## config.mk

```make
export PLATFORM = sky130hd
export DESIGN_NAME = control_sequencer
export DESIGN_NICKNAME = d
export VERILOG_FILES = /design/src/rtl/sequencer_pkg.sv /design/src/rtl/control_rom.sv /design/src/rtl/control_sequencer.sv
export SDC_FILE = /design/constraint.sdc
export NUM_CORES = 1
export LEC_CHECK = 0
export ABC_AREA = 1
export CAP_MARGIN = 20
export CELL_PAD_IN_SITES_DETAIL_PLACEMENT = 1
export CELL_PAD_IN_SITES_GLOBAL_PLACEMENT = 2
export CORE_MARGIN = 10
export CORE_UTILIZATION = 29
export DETAILED_ROUTE_END_ITERATION = 8
export GPL_TIMING_DRIVEN = 0
export PLACE_DENSITY = 0.86
export SYNTH_ARGS = -nofsm -noshare
export SYNTH_HDL_FRONTEND = slang
export SYNTH_SLANG_ARGS = --single-unit
```

## constraint.sdc

```tcl
create_clock -name Clock -period 2.32 [get_ports Clock]
set_input_delay 0.464 -clock Clock [delete_from_list [all_inputs] [get_ports Clock]]
set_output_delay 0.464 -clock Clock [all_outputs]
set_load 0.02 [all_outputs]
```

## src/rtl/sequencer_pkg.sv

```systemverilog
// Shared definitions for the control sequencer: FSM states, NOP code, microprogram.
// Latency: n/a (types, constants and a pure lookup function only).
// Backpressure: n/a.
package sequencer_pkg;

  typedef enum logic [1:0] {
    ST_IDLE = 2'd0,
    ST_RUN  = 2'd1,
    ST_HOLD = 2'd2,
    ST_DONE = 2'd3
  } state_t;

  localparam logic [3:0] F_NOP = 4'b0000;

  // Microprogram words; F_NOP is never a live program word while PROG_LEN <= 6.
  localparam logic [3:0] PROG_W0 = 4'b0001;
  localparam logic [3:0] PROG_W1 = 4'b0010;
  localparam logic [3:0] PROG_W2 = 4'b0110;
  localparam logic [3:0] PROG_W3 = 4'b1010;
  localparam logic [3:0] PROG_W4 = 4'b1001;
  localparam logic [3:0] PROG_W5 = 4'b1111;
  localparam logic [3:0] PROG_W6 = 4'b0000;
  localparam logic [3:0] PROG_W7 = 4'b0000;

  // Index -> program word; anything past the 8-entry table reads as NOP.
  function automatic logic [3:0] prog_word(input int unsigned idx);
    case (idx)
      0:       prog_word = PROG_W0;
      1:       prog_word = PROG_W1;
      2:       prog_word = PROG_W2;
      3:       prog_word = PROG_W3;
      4:       prog_word = PROG_W4;
      5:       prog_word = PROG_W5;
      6:       prog_word = PROG_W6;
      7:       prog_word = PROG_W7;
      default: prog_word = F_NOP;
    endcase
  endfunction

endpackage

```

## src/rtl/control_rom.sv

```systemverilog
// Microprogram ROM: program index in, 4-bit control code out.
// Latency: combinational, zero cycles.
// Backpressure: none.
module control_rom
  import sequencer_pkg::*;
#(
  parameter int PC_W = 3
) (
  input  logic [PC_W-1:0] addr,
  output logic [3:0]      word
);

  // Pure table lookup; the sequencer registers the result.
  always_comb begin
    word = prog_word(int'(unsigned'(addr)));
  end

endmodule

```

## src/rtl/control_sequencer.sv

```systemverilog
// Microprogram sequencer: issues one registered control code F per program step.
// Latency: F/PC/Busy/Done change one edge after the deciding input; Step adds ~3 edges of sync.
// Backpressure: Run is a level handshake; low aborts a program or acknowledges Done.
module control_sequencer
  import sequencer_pkg::*;
#(
  parameter int PROG_LEN = 6,  // legal 1..8
  parameter int PC_W     = 3   // 2**PC_W must cover 8 program words
) (
  input  logic            Clock,
  input  logic            Resetn,
  input  logic            Run,
  input  logic            StepMode,
  input  logic            Step,
  output logic [3:0]      F,
  output logic            Busy,
  output logic            Done,
  output logic [PC_W-1:0] PC
);

  localparam logic [PC_W-1:0] LAST_PC = PC_W'(PROG_LEN - 1);

  state_t          state, state_n;
  logic [PC_W-1:0] pc_n;
  logic [3:0]      f_n;
  logic [PC_W-1:0] rom_addr;
  logic [3:0]      rom_word;
  logic            advance;
  logic            step_s1, step_s2, step_s3;
  logic            step_rise;

  // Step is a raw pushbutton: two flops to resynchronise, a third to find the rising edge.
  always_ff @(posedge Clock or negedge Resetn) begin
    if (!Resetn) begin
      step_s1 <= 1'b0;
      step_s2 <= 1'b0;
      step_s3 <= 1'b0;
    end else begin
      step_s1 <= Step;
      step_s2 <= step_s1;
      step_s3 <= step_s2;
    end
  end

  assign step_rise = step_s2 & ~step_s3;

  // Leaving IDLE fetches word 0; every other fetch is the word after the current one.
  assign rom_addr = (state == ST_IDLE) ? '0 : PC + 1'b1;

  control_rom #(.PC_W(PC_W)) u_rom (
    .addr (rom_addr),
    .word (rom_word)
  );

  // Next state, next PC and next control code; abort outranks any advance.
  always_comb begin
    state_n = state;
    pc_n    = PC;
    f_n     = F;
    advance = 1'b0;
    case (state)
      ST_IDLE: begin
        if (Run) begin
          state_n = ST_RUN;
          pc_n    = '0;
          f_n     = rom_word;
        end
      end
      ST_RUN: begin
        if (!Run) begin
          state_n = ST_IDLE;
          pc_n    = '0;
          f_n     = F_NOP;
        end else if (StepMode) begin
          state_n = ST_HOLD;
        end else begin
          advance = 1'b1;
        end
      end
      ST_HOLD: begin
        if (!Run) begin
          state_n = ST_IDLE;
          pc_n    = '0;
          f_n     = F_NOP;
        end else if (!StepMode || step_rise) begin
          advance = 1'b1;
        end
      end
      ST_DONE: begin
        if (!Run) begin
          state_n = ST_IDLE;
          pc_n    = '0;
          f_n     = F_NOP;
        end
      end
      default: begin
        state_n = ST_IDLE;
        pc_n    = '0;
        f_n     = F_NOP;
      end
    endcase

    // The end of the program always lands in DONE; PC is never pushed past the last word.
    if (advance) begin
      if (PC == LAST_PC) begin
        state_n = ST_DONE;
        f_n     = F_NOP;
      end else begin
        state_n = ST_RUN;
        pc_n    = PC + 1'b1;
        f_n     = rom_word;
      end
    end
  end

  // State and all outputs are registered so no input reaches an output combinationally.
  always_ff @(posedge Clock or negedge Resetn) begin
    if (!Resetn) begin
      state <= ST_IDLE;
      PC    <= '0;
      F     <= F_NOP;
      Busy  <= 1'b0;
      Done  <= 1'b0;
    end else begin
      state <= state_n;
      PC    <= pc_n;
      F     <= f_n;
      Busy  <= (state_n == ST_RUN) || (state_n == ST_HOLD);
      Done  <= (state_n == ST_DONE);
    end
  end

endmodule

```

==> impl_metrics.csv, run 1 <==
group,metric,value,unit
timing,slew_headroom,0.561,
die,die_w,70.8,um
die,dieArea,5010,um2
finish,stdcell_area,952,um2
drt,via_per_inst,4.78,
timing,period_share,0.810,
clock_tree,clock_latency,0.29,ns
die,coreArea,2480,um2
hold_path,min_from,"step_s1",
pwr,powerDensity,1270,nW/um2
pwr,peakVddDrop,529,uV
worst_setup_path,crit_required,1.86,ns
drt,dr_total_vias,640,
yosys,yosysMostFrequentCell,"nand2_1",
drt,drc_errors,0,
worst_setup_path,path_cells,"clkdlybuf4s50_1",
finish,nets,117,
die,std_cell_rows,18,
yosys,post_synth_and_or_nand_nor_area_fraction,0.276,
timing,max_freq,0.532,GHz
worst_setup_path,critPathMaxStageDelay,0.65,ns
clock_tree,clk_pin_slew_worst_paths,0.10,ns
finish,drive_gt1_frac,0.144,
yosys,synthDistinctLibCells,17,
drt,antenna_left,0,
worst_setup_path,path_class,"reg -> out",
yosys,ys_top_cells_by_area,"dfrtp_1 47%, ha_1 12%, nand2_1 10%",
worst_setup_path,reg2reg_depth,8,
drt,routedWlPerCell,14.1,um
yosys,netlist.area_leader.share,0.468,
worst_setup_path,cp.arrival,1.42,ns
clock_tree,cts_buffers,3,
yosys,synth-seq-area-share,0.468,
drt,drt_iter0_markers,10,
finish,fin_util,0.384,
yosys,synth_xor_area_frac,0,
place,placedCellCount,130,
worst_setup_path,cp-startpoint,"PC[0]",
die,num_io_pins,14,
timing,clock_skew,0.00355,ns
drt,drtPass1Iterations,4,
pwr,p_leak,0.000477,uW
worst_setup_path,crit_path_top_delay_cell,"clkdlybuf4s50_1",
finish,nFillCells,313,
global_routing,first_global_vias,716,
global_routing,grtUsageTotal,0.0816,
global_routing,grt_pass1_wl,3.37,mm
yosys,synth_nets,99,
worst_setup_path,reg2reg_to,"Busy",
clock_tree,numClockSinks,14,
worst_setup_path,cp_max_fo,6,
finish,diodes,0,
yosys,yosysTopAreaCell,"dfrtp_1",
die,start_util,0.302,
global_routing,antenna_found_initial,0,
clock_tree,hold_buffers,0,
hold_path,holdPathEnd,"step_s2",
global_routing,grt.overflow.total,0,
worst_setup_path,r2r_slack,0.45,ns
yosys,synth_seq_cells,14,
drt,drt_wl_total,1.90,mm
yosys,syn_avg_cell_area,8.60,um2
timing,tightestPinTransition,0.657,ns
hold_path,hold_path_depth,0,
worst_setup_path,crit_family,"buffers and inverters",
timing,layout_setup_ws,0.440,ns
place,dpl_worst_slack,0.298,ns
clock_tree,clockRootBuffer,"clkbuf_4",
finish,syn2layout_area_growth,27.3,%
yosys,async_reset_ff_frac,1.00,
yosys,synth_edf_count,0,
finish,finalNonFillerCells,134,
hold_path,hold_path.class,"reg -> reg",
worst_setup_path,crit_path_start_kind,"flop",
yosys,synth.area.mux_share,0,
yosys,ys.warnings.count,0,
timing,setup_viol,0,
timing,fin_crit,1.88,ns
place,post-dp-hpwl,1.46,mm
timing,maxSlewViolCount,0,
timing,tns,0,ns
yosys,synth_compound_area_frac,0.0836,
yosys,post_synth_fa_ha_maj_area_fraction,0.117,
yosys,ys.flop_type,"dfrtp_1",
place,port_buffers,13,
place,dpl_cell_area,916,um2
yosys,syn_inst,87,
global_routing,grt_start_max_net_pins,15,
clock_tree,cts-resized-gates,0,
status,outcome,"finished clean",
worst_setup_path,worstReg2RegStart,"state[0]",
place,place_congestion,0.821,
clock_tree,cts_max_level,1,
job,cap_violations,0,
timing,hold_violations,0,
yosys,synth_common_cells,"20 x nand2_1, 14 x dfrtp_1, 10 x nand3_1",
timing,rsz0062_at_grt,"no",
clock_tree,cts_buffer_depth,2,
die,die_h,70.8,um
clock_tree,cts_setup_buffers,0,
yosys,synth_top_family_by_area,"simple AND/OR/NAND/NOR gates",
worst_setup_path,critPathCaptureType,"output port",
yosys,synth.cell_area,748,um2
worst_setup_path,cp_num_buf_inv,1,
clock_tree,cts_tree,"done",
-- cells in the final DEF, fill, tap and decap left out, drive strengths merged --
cell type	count
o21ai	8
nand3	11
or2	2
dfrtp	14
nand2	22
clkdlybuf4s50	13
inv	11
clkbuf	4
a21oi	3
ha	7
nor2	9
-- worst max path at each step --
stage,end,cells past startpoint
after floorplan,Busy,8
after global placement,Busy,8
after detailed placement,Busy,8
after CTS,PC[0],1
after global routing,Busy,9
final,PC[0],1
-- power by group --
part	switching, uW	internal [uW]	leakage, uW	total, uW
clock	91.8	95.6	0.0000210	187
sequential	58.6	317	0.000180	375
combinational	394	252	0.000277	646
-- worst register-to-register path, delay by kind of cell (launching register included) --
kind | cells | cell delay (ns)
DFF | 1 | 0.44
adders and majority gates | 2 | 0.52
and+or+nand+nor | 4 | 0.53
AOI/OAI and AO/OA | 1 | 0.18
buffers and inverters | 1 | 0.09
-- area by class of cell --
type	count	area, um2	share of cell area
Clock buffer	4	36.3	0.0381
Tap cell	30	37.5	0.0394
Multi-Input combinational cell	62	357	0.375
Inverter	11	41.3	0.0434
Timing Repair Buffer	13	130	0.137
Sequential cell	14	350	0.368
-- flip-flops by register name, indices dropped and copies added (netlist names) --
signal / cells
state: 2
Done: 1
step_s1: 1
Busy: 1
step_s3: 1
PC: 3
F: 4
step_s2: 1
-- through the flow --
stage | power (uW) | hold WS [ns]
final | 1210 | 0.358
after global routing | 1320 | 0.371
after CTS | 1220 | 0.362
after detailed placement | 1030 | 0.340
after global placement | 999 | 0.335
after floorplan | 792 | 0.168
-- layer usage --
| layer | GRT usage | vias to the layer above | part of all wire |
|---|---|---|---|
| li1 | - | 313 | - |
| met1 | 0.0927 | 313 | 0.46 |
| met2 | 0.142 | 9 | 0.49 |
| met3 | 0.00697 | 5 | 0.016 |
| met4 | 0.0516 | 0 | 0.032 |
| met5 | 0 | - | 0 |
-- cell families (layout without fill, tap and decap cells) --
family          Yosys count  in the layout
compound gates           11             11
fa+ha+maj                 7              7
buf+inv                  11             28
flops                    14             14
simple gates             44             44
No activity file was read; power rests on OpenSTA's default activity.
==> inputs of run 2 (changes only) <==
--- a/config.mk
+++ b/config.mk
@@ -10,10 +10,10 @@
 export CELL_PAD_IN_SITES_DETAIL_PLACEMENT = 1
 export CELL_PAD_IN_SITES_GLOBAL_PLACEMENT = 2
 export CORE_MARGIN = 10
-export CORE_UTILIZATION = 29
+export CORE_UTILIZATION = 26
 export DETAILED_ROUTE_END_ITERATION = 8
 export GPL_TIMING_DRIVEN = 0
-export PLACE_DENSITY = 0.86
+export PLACE_DENSITY = 0.82
 export SYNTH_ARGS = -nofsm -noshare
 export SYNTH_HDL_FRONTEND = slang
 export SYNTH_SLANG_ARGS = --single-unit
==> constraint.sdc (replaced) <==
create_clock -name Clock -period 1.7 [get_ports Clock]
set_input_delay 0.34 -clock Clock [delete_from_list [all_inputs] [get_ports Clock]]
set_output_delay 0.34 -clock Clock [all_outputs]
set_load 0.02 [all_outputs]
==> impl_metrics.csv, run 2 (same netlist as run 1, synthesis figures left out) <==
group,metric,value,unit
timing,clock_skew,0.00525,ns
timing,tightestPinTransition,0.638,ns
finish,largest_reg_flops,4,
worst_setup_path,cp.arrival,1.82,ns
place,dpl_worst_slack,-0.222,ns
die,start_util,0.271,
worst_setup_path,path_cells,"inv_2 -> ha_4 -> inv_2 -> or2_4 -> o21ai_2 -> nor2_1 -> nor2_2 -> ha_1",
global_routing,grtUsageTotal,0.0705,
clock_tree,clockRootBuffer,"clkbuf_4",
worst_setup_path,reg2reg_depth,8,
clock_tree,cts_buffers,3,
worst_setup_path,reg2reg_to,"Busy",
timing,rsz0062_at_grt,"yes",
finish,regMostFlops,"F",
hold_path,holdPathEnd,"step_s2",
worst_setup_path,r2r_slack,0.04,ns
die,coreArea,2760,um2
die,die_h,73.6,um
timing,slew_headroom,0.573,
pwr,power_switching_share,0.439,
global_routing,grt_pass1_wl,3.10,mm
finish,syn2layout_area_growth,39.1,%
finish,top_regs,"F: 4 flops, PC: 3 flops, state: 2 flops",
worst_setup_path,critPathMaxStageDelay,0.44,ns
finish,nets,122,
timing,maxSlewViolCount,0,
drt,drtPass1Iterations,3,
timing,setup_viol,0,
global_routing,antenna_found_initial,0,
timing,fin_crit,1.66,ns
clock_tree,cts_max_level,1,
finish,fin_util,0.377,
worst_setup_path,worstReg2RegStart,"state[1]",
drt,antenna_left,0,
timing,max_freq,0.603,GHz
timing,layout_setup_ws,0.0418,ns
die,num_io_pins,14,
worst_setup_path,path_class,"reg -> reg",
hold_path,hold_path.class,"reg -> reg",
pwr,p_leak,0.000512,uW
finish,finalNonFillerCells,140,
pwr,powerDensity,1740,nW/um2
clock_tree,cts_buffer_depth,2,
global_routing,grt.overflow.total,0,
clock_tree,cts_tree,"done",
status,outcome,"finished clean",
hold_path,hold_path_depth,0,
hold_path,min_from,"step_s1",
worst_setup_path,cp_max_fo,5,
clock_tree,numClockSinks,14,
pwr,power,1810,uW
worst_setup_path,crit_top_cell,"inv_2",
finish,diodes,0,
finish,drive_gt1_frac,0.284,
pwr,peakVddDrop,784,uV
global_routing,first_global_vias,732,
place,place_congestion,0.782,
finish,mostFrequentLayoutCells,"18 x nand2_1, 13 x dfrtp_1, 12 x clkdlybuf4s50_1, 9 x nand3_1, 7 x nor2_1",
drt,drt_wl_total,1.93,mm
pwr,clock_power_share,0.131,
pwr,pwr-share-seq,0.286,
place,port_buffers,13,
drt,dr_total_vias,646,
timing,hold_violations,0,
pwr,p_sw,793,uW
drt,drt_iter0_markers,6,
die,dieArea,5420,um2
worst_setup_path,crit_required,1.87,ns
global_routing,grt_start_max_net_pins,15,
worst_setup_path,crit_path_start_kind,"flop",
pwr,internal_power,1010,uW
drt,drc_errors,0,
worst_setup_path,critPathCaptureType,"flop",
clock_tree,clk_pin_slew_worst_paths,0.08,ns
worst_setup_path,crit_path_top_delay_cell,"dfrtp_1",
timing,period_share,0.975,
die,die_w,73.6,um
die,std_cell_rows,19,
pwr,power_frac_comb,0.583,
place,placedCellCount,131,
job,cap_violations,0,
finish,layout_commonest_cell,"nand2_1",
clock_tree,hold_buffers,0,
place,post-dp-hpwl,1.44,mm
clock_tree,clock_latency,0.28,ns
drt,via_per_inst,4.61,
drt,routedWlPerCell,13.8,um
[run 2: through the flow]
| stage | hold WS, ns | setup TNS (ns) | cell area [um2] |
|---|---|---|---|
| 3_5_place_dp | 0.354 | -0.351 | 917 |
| 2_1_floorplan | 0.0444 | 0 | 748 |
| 6_report | 0.366 | 0 | 1040 |
| 5_1_grt | 0.384 | -0.0667 | 1040 |
| 4_1_cts | 0.373 | -0.0478 | 977 |
| 3_3_place_gp | 0.334 | -0.284 | 917 |
[run 2: worst max path at each step]
| stage | cells after the start | end | startpoint |
|---|---|---|---|
| 2_1_floorplan | 8 | Busy | state[0] |
| 3_3_place_gp | 8 | Busy | Run |
| 3_5_place_dp | 7 | Busy | StepMode |
| 4_1_cts | 8 | Busy | state[1] |
| 5_1_grt | 8 | Busy | state[1] |
| 6_report | 8 | Busy | state[1] |
[run 2: critical path, delay by kind of cell (launching register included)]
kind | cells | cell delay (ns)
and+or+nand+nor | 3 | 0.41
buffers and inverters | 2 | 0.18
adders and majority gates | 2 | 0.40
DFF | 1 | 0.44
AOI/OAI and AO/OA | 1 | 0.11
[run 2: cell type report]
cell class	count	area, um2
Sequential cell	14	352
Fill cell	333	1720
Timing Repair Buffer	18	166
Tap cell	31	38.8
Multi-Input combinational cell	62	404
Inverter	11	43.8
Clock buffer	4	36.3
[run 2: layer usage]
layer / routed length (um) / part of all wire / track usage / vias up
li1: - / - / - / 320
met1: 710 / 0.37 / 0.0728 / 314
met2: 1110 / 0.58 / 0.129 / 8
met3: 86 / 0.045 / 0.0229 / 4
met4: 21 / 0.011 / 0.0248 / 0
met5: 0 / 0 / 0 / -
[run 2: what timing repair did]
action	in CTS	in global routing
cloned	0	0
pin swaps	2	4
gates resized for setup	3	14
endpoints found under the setup margin	3	2
buffers inserted	3	2
[run 2: power groups by stage]
| stage | Sequential [uW] | Combinational, uW | Clock, uW |
|---|---|---|---|
| detailed placement | 522 | 873 | 0 |
| CTS | 514 | 914 | 250 |
| finish | 517 | 1050 | 237 |
| global route | 536 | 1180 | 259 |
| floorplan | 590 | 490 | 0 |
| global placement | 512 | 848 | 0 |
==> inputs of run 3 (changes only) <==
--- a/config.mk
+++ b/config.mk
@@ -6,6 +6,7 @@
 export NUM_CORES = 1
 export LEC_CHECK = 0
 export ABC_AREA = 1
+export ABC_CLOCK_PERIOD_IN_PS = 1700
 export CAP_MARGIN = 20
 export CELL_PAD_IN_SITES_DETAIL_PLACEMENT = 1
 export CELL_PAD_IN_SITES_GLOBAL_PLACEMENT = 2
@@ -14,6 +15,7 @@
 export DETAILED_ROUTE_END_ITERATION = 8
 export GPL_TIMING_DRIVEN = 0
 export PLACE_DENSITY = 0.82
+export RECOVER_POWER = 100
 export SYNTH_ARGS = -nofsm -noshare
 export SYNTH_HDL_FRONTEND = slang
 export SYNTH_SLANG_ARGS = --single-unit
==> impl_metrics.csv, run 3 (same netlist as run 1, synthesis figures left out) <==
group,metric,value,unit
drt,drt_wl_total,1.93,mm
finish,top_regs,"F: 4 flops, PC: 3 flops, state: 2 flops",
clock_tree,cts_buffer_depth,2,
global_routing,grt.overflow.total,0,
die,std_cell_rows,19,
worst_setup_path,reg2reg_to,"Busy",
hold_path,min_from,"step_s1",
drt,via_per_inst,4.61,
worst_setup_path,crit_path_top_delay_cell,"dfrtp_1",
clock_tree,clockRootBuffer,"clkbuf_4",
global_routing,grt_pass1_wl,3.10,mm
place,place_congestion,0.782,
finish,largest_reg_flops,4,
drt,dr_total_vias,646,
timing,tightestPinTransition,0.644,ns
worst_setup_path,cp_num_buf_inv,2,
pwr,p_leak,0.000512,uW
hold_path,hold_path.class,"reg -> reg",
clock_tree,cts_buffers,3,
timing,clock_skew,0.00525,ns
hold_path,holdPathEnd,"step_s2",
worst_setup_path,crit_required,1.87,ns
timing,hold_violations,0,
place,port_buffers,13,
status,outcome,"finished clean",
worst_setup_path,path_cells,"inv_2 -> ha_4 -> inv_2 -> or2_4 -> o21ai_2 -> nor2_1 -> nor2_2 -> ha_1",
drt,drtPass1Iterations,3,
worst_setup_path,crit_path_start_kind,"flop",
global_routing,grtUsageTotal,0.0705,
finish,regMostFlops,"F",
hold_path,hold_path_depth,0,
drt,drt_iter0_markers,6,
die,die_w,73.6,um
place,post-dp-hpwl,1.44,mm
timing,fin_crit,1.66,ns
drt,drc_errors,0,
worst_setup_path,reg2reg_depth,8,
pwr,power,1810,uW
pwr,peakVddDrop,784,uV
clock_tree,cts_tree,"done",
worst_setup_path,crit_top_cell,"inv_2",
worst_setup_path,r2r_slack,0.04,ns
die,die_h,73.6,um
pwr,powerDensity,1730,nW/um2
worst_setup_path,worstReg2RegStart,"state[1]",
finish,mostFrequentLayoutCells,"18 x nand2_1, 13 x dfrtp_1, 10 x clkdlybuf4s50_1, 9 x nand3_1, 7 x nor2_1",
clock_tree,clk_pin_slew_worst_paths,0.08,ns
job,cap_violations,0,
finish,diodes,0,
timing,maxSlewViolCount,0,
die,num_io_pins,14,
drt,routedWlPerCell,13.8,um
timing,tns,0,ns
die,dieArea,5420,um2
clock_tree,cts_max_level,1,
finish,fin_util,0.377,
worst_setup_path,cp.arrival,1.82,ns
finish,layout_commonest_cell,"nand2_1",
clock_tree,clock_latency,0.28,ns
finish,nets,122,
global_routing,grt_start_max_net_pins,15,
worst_setup_path,critPathCaptureType,"flop",
worst_setup_path,critPathMaxStageDelay,0.44,ns
worst_setup_path,crit_family,"flip-flops",
timing,setup_viol,0,
finish,syn2layout_area_growth,39.1,%
timing,max_freq,0.603,GHz
timing,period_share,0.975,
worst_setup_path,cp_max_fo,5,
timing,rsz0062_at_grt,"yes",
die,start_util,0.271,
clock_tree,numClockSinks,14,
drt,antenna_left,0,
timing,slew_headroom,0.569,
global_routing,antenna_found_initial,0,
worst_setup_path,path_class,"reg -> reg",
global_routing,first_global_vias,732,
finish,drive_gt1_frac,0.284,
die,coreArea,2760,um2
==> run 3: how the worst max path moves through the flow <==
stage,start,endpoint,slack (ns),cells past startpoint
after floorplan,state[0],Busy,0.08,8
after global placement,Run,Busy,-0.19,8
after detailed placement,StepMode,Busy,-0.22,7
after CTS,state[1],Busy,-0.05,8
after global routing,state[1],Busy,-0.07,8
final,state[1],Busy,0.04,8
==> run 3: stage by stage <==
step	std cells	setup WS [ns]	instance area [um2]	hold WS, ns
3_3_place_gp	131	-0.192	917	0.334
6_report	140	0.0418	1040	0.366
4_1_cts	138	-0.0478	977	0.373
2_1_floorplan	87	0.0778	748	0.0444
5_1_grt	140	-0.0667	1040	0.384
3_5_place_dp	131	-0.222	917	0.354
==> run 3: layout make-up <==
| type | count | area (um2) |
|---|---|---|
| repair buffers | 18 | 166 |
| clock buffers | 4 | 36.3 |
| fillers | 333 | 1720 |
| flip-flops and latches | 14 | 352 |
| inverters | 11 | 43.8 |
| well taps | 31 | 38.8 |
| multi-input cells | 62 | 404 |
==> run 3: power breakdown <==
part	leakage, uW	switching [uW]	internal, uW
Combinational	0.000313	604	448
Clock	0.0000210	107	130
Sequential	0.000178	81.8	435
==> run 3: worst register-to-register path: stages (launching register included) <==
cell and delay (ns):
dfrtp_1 0.44, inv_2 0.13, ha_4 0.17, inv_2 0.05, or2_4 0.24, o21ai_2 0.11
nor2_1 0.07, nor2_2 0.10, ha_1 0.23
==> run 3: timing repair <==
item	in CTS	in global routing
setup buffers	3	2
endpoints found under the setup margin	3	2
hold endpoints to repair	0	0
pin swaps	2	4
gates resized for setup	3	14
hold buffers	0	0
==> run 3: per-layer routing <==
metal / wire (um) / vias up / global-route usage
met5: 0 / - / 0
li1: - / 320 / -
met4: 21 / 0 / 0.0248
met2: 1110 / 8 / 0.129
met3: 86 / 4 / 0.0229
met1: 709 / 314 / 0.0728
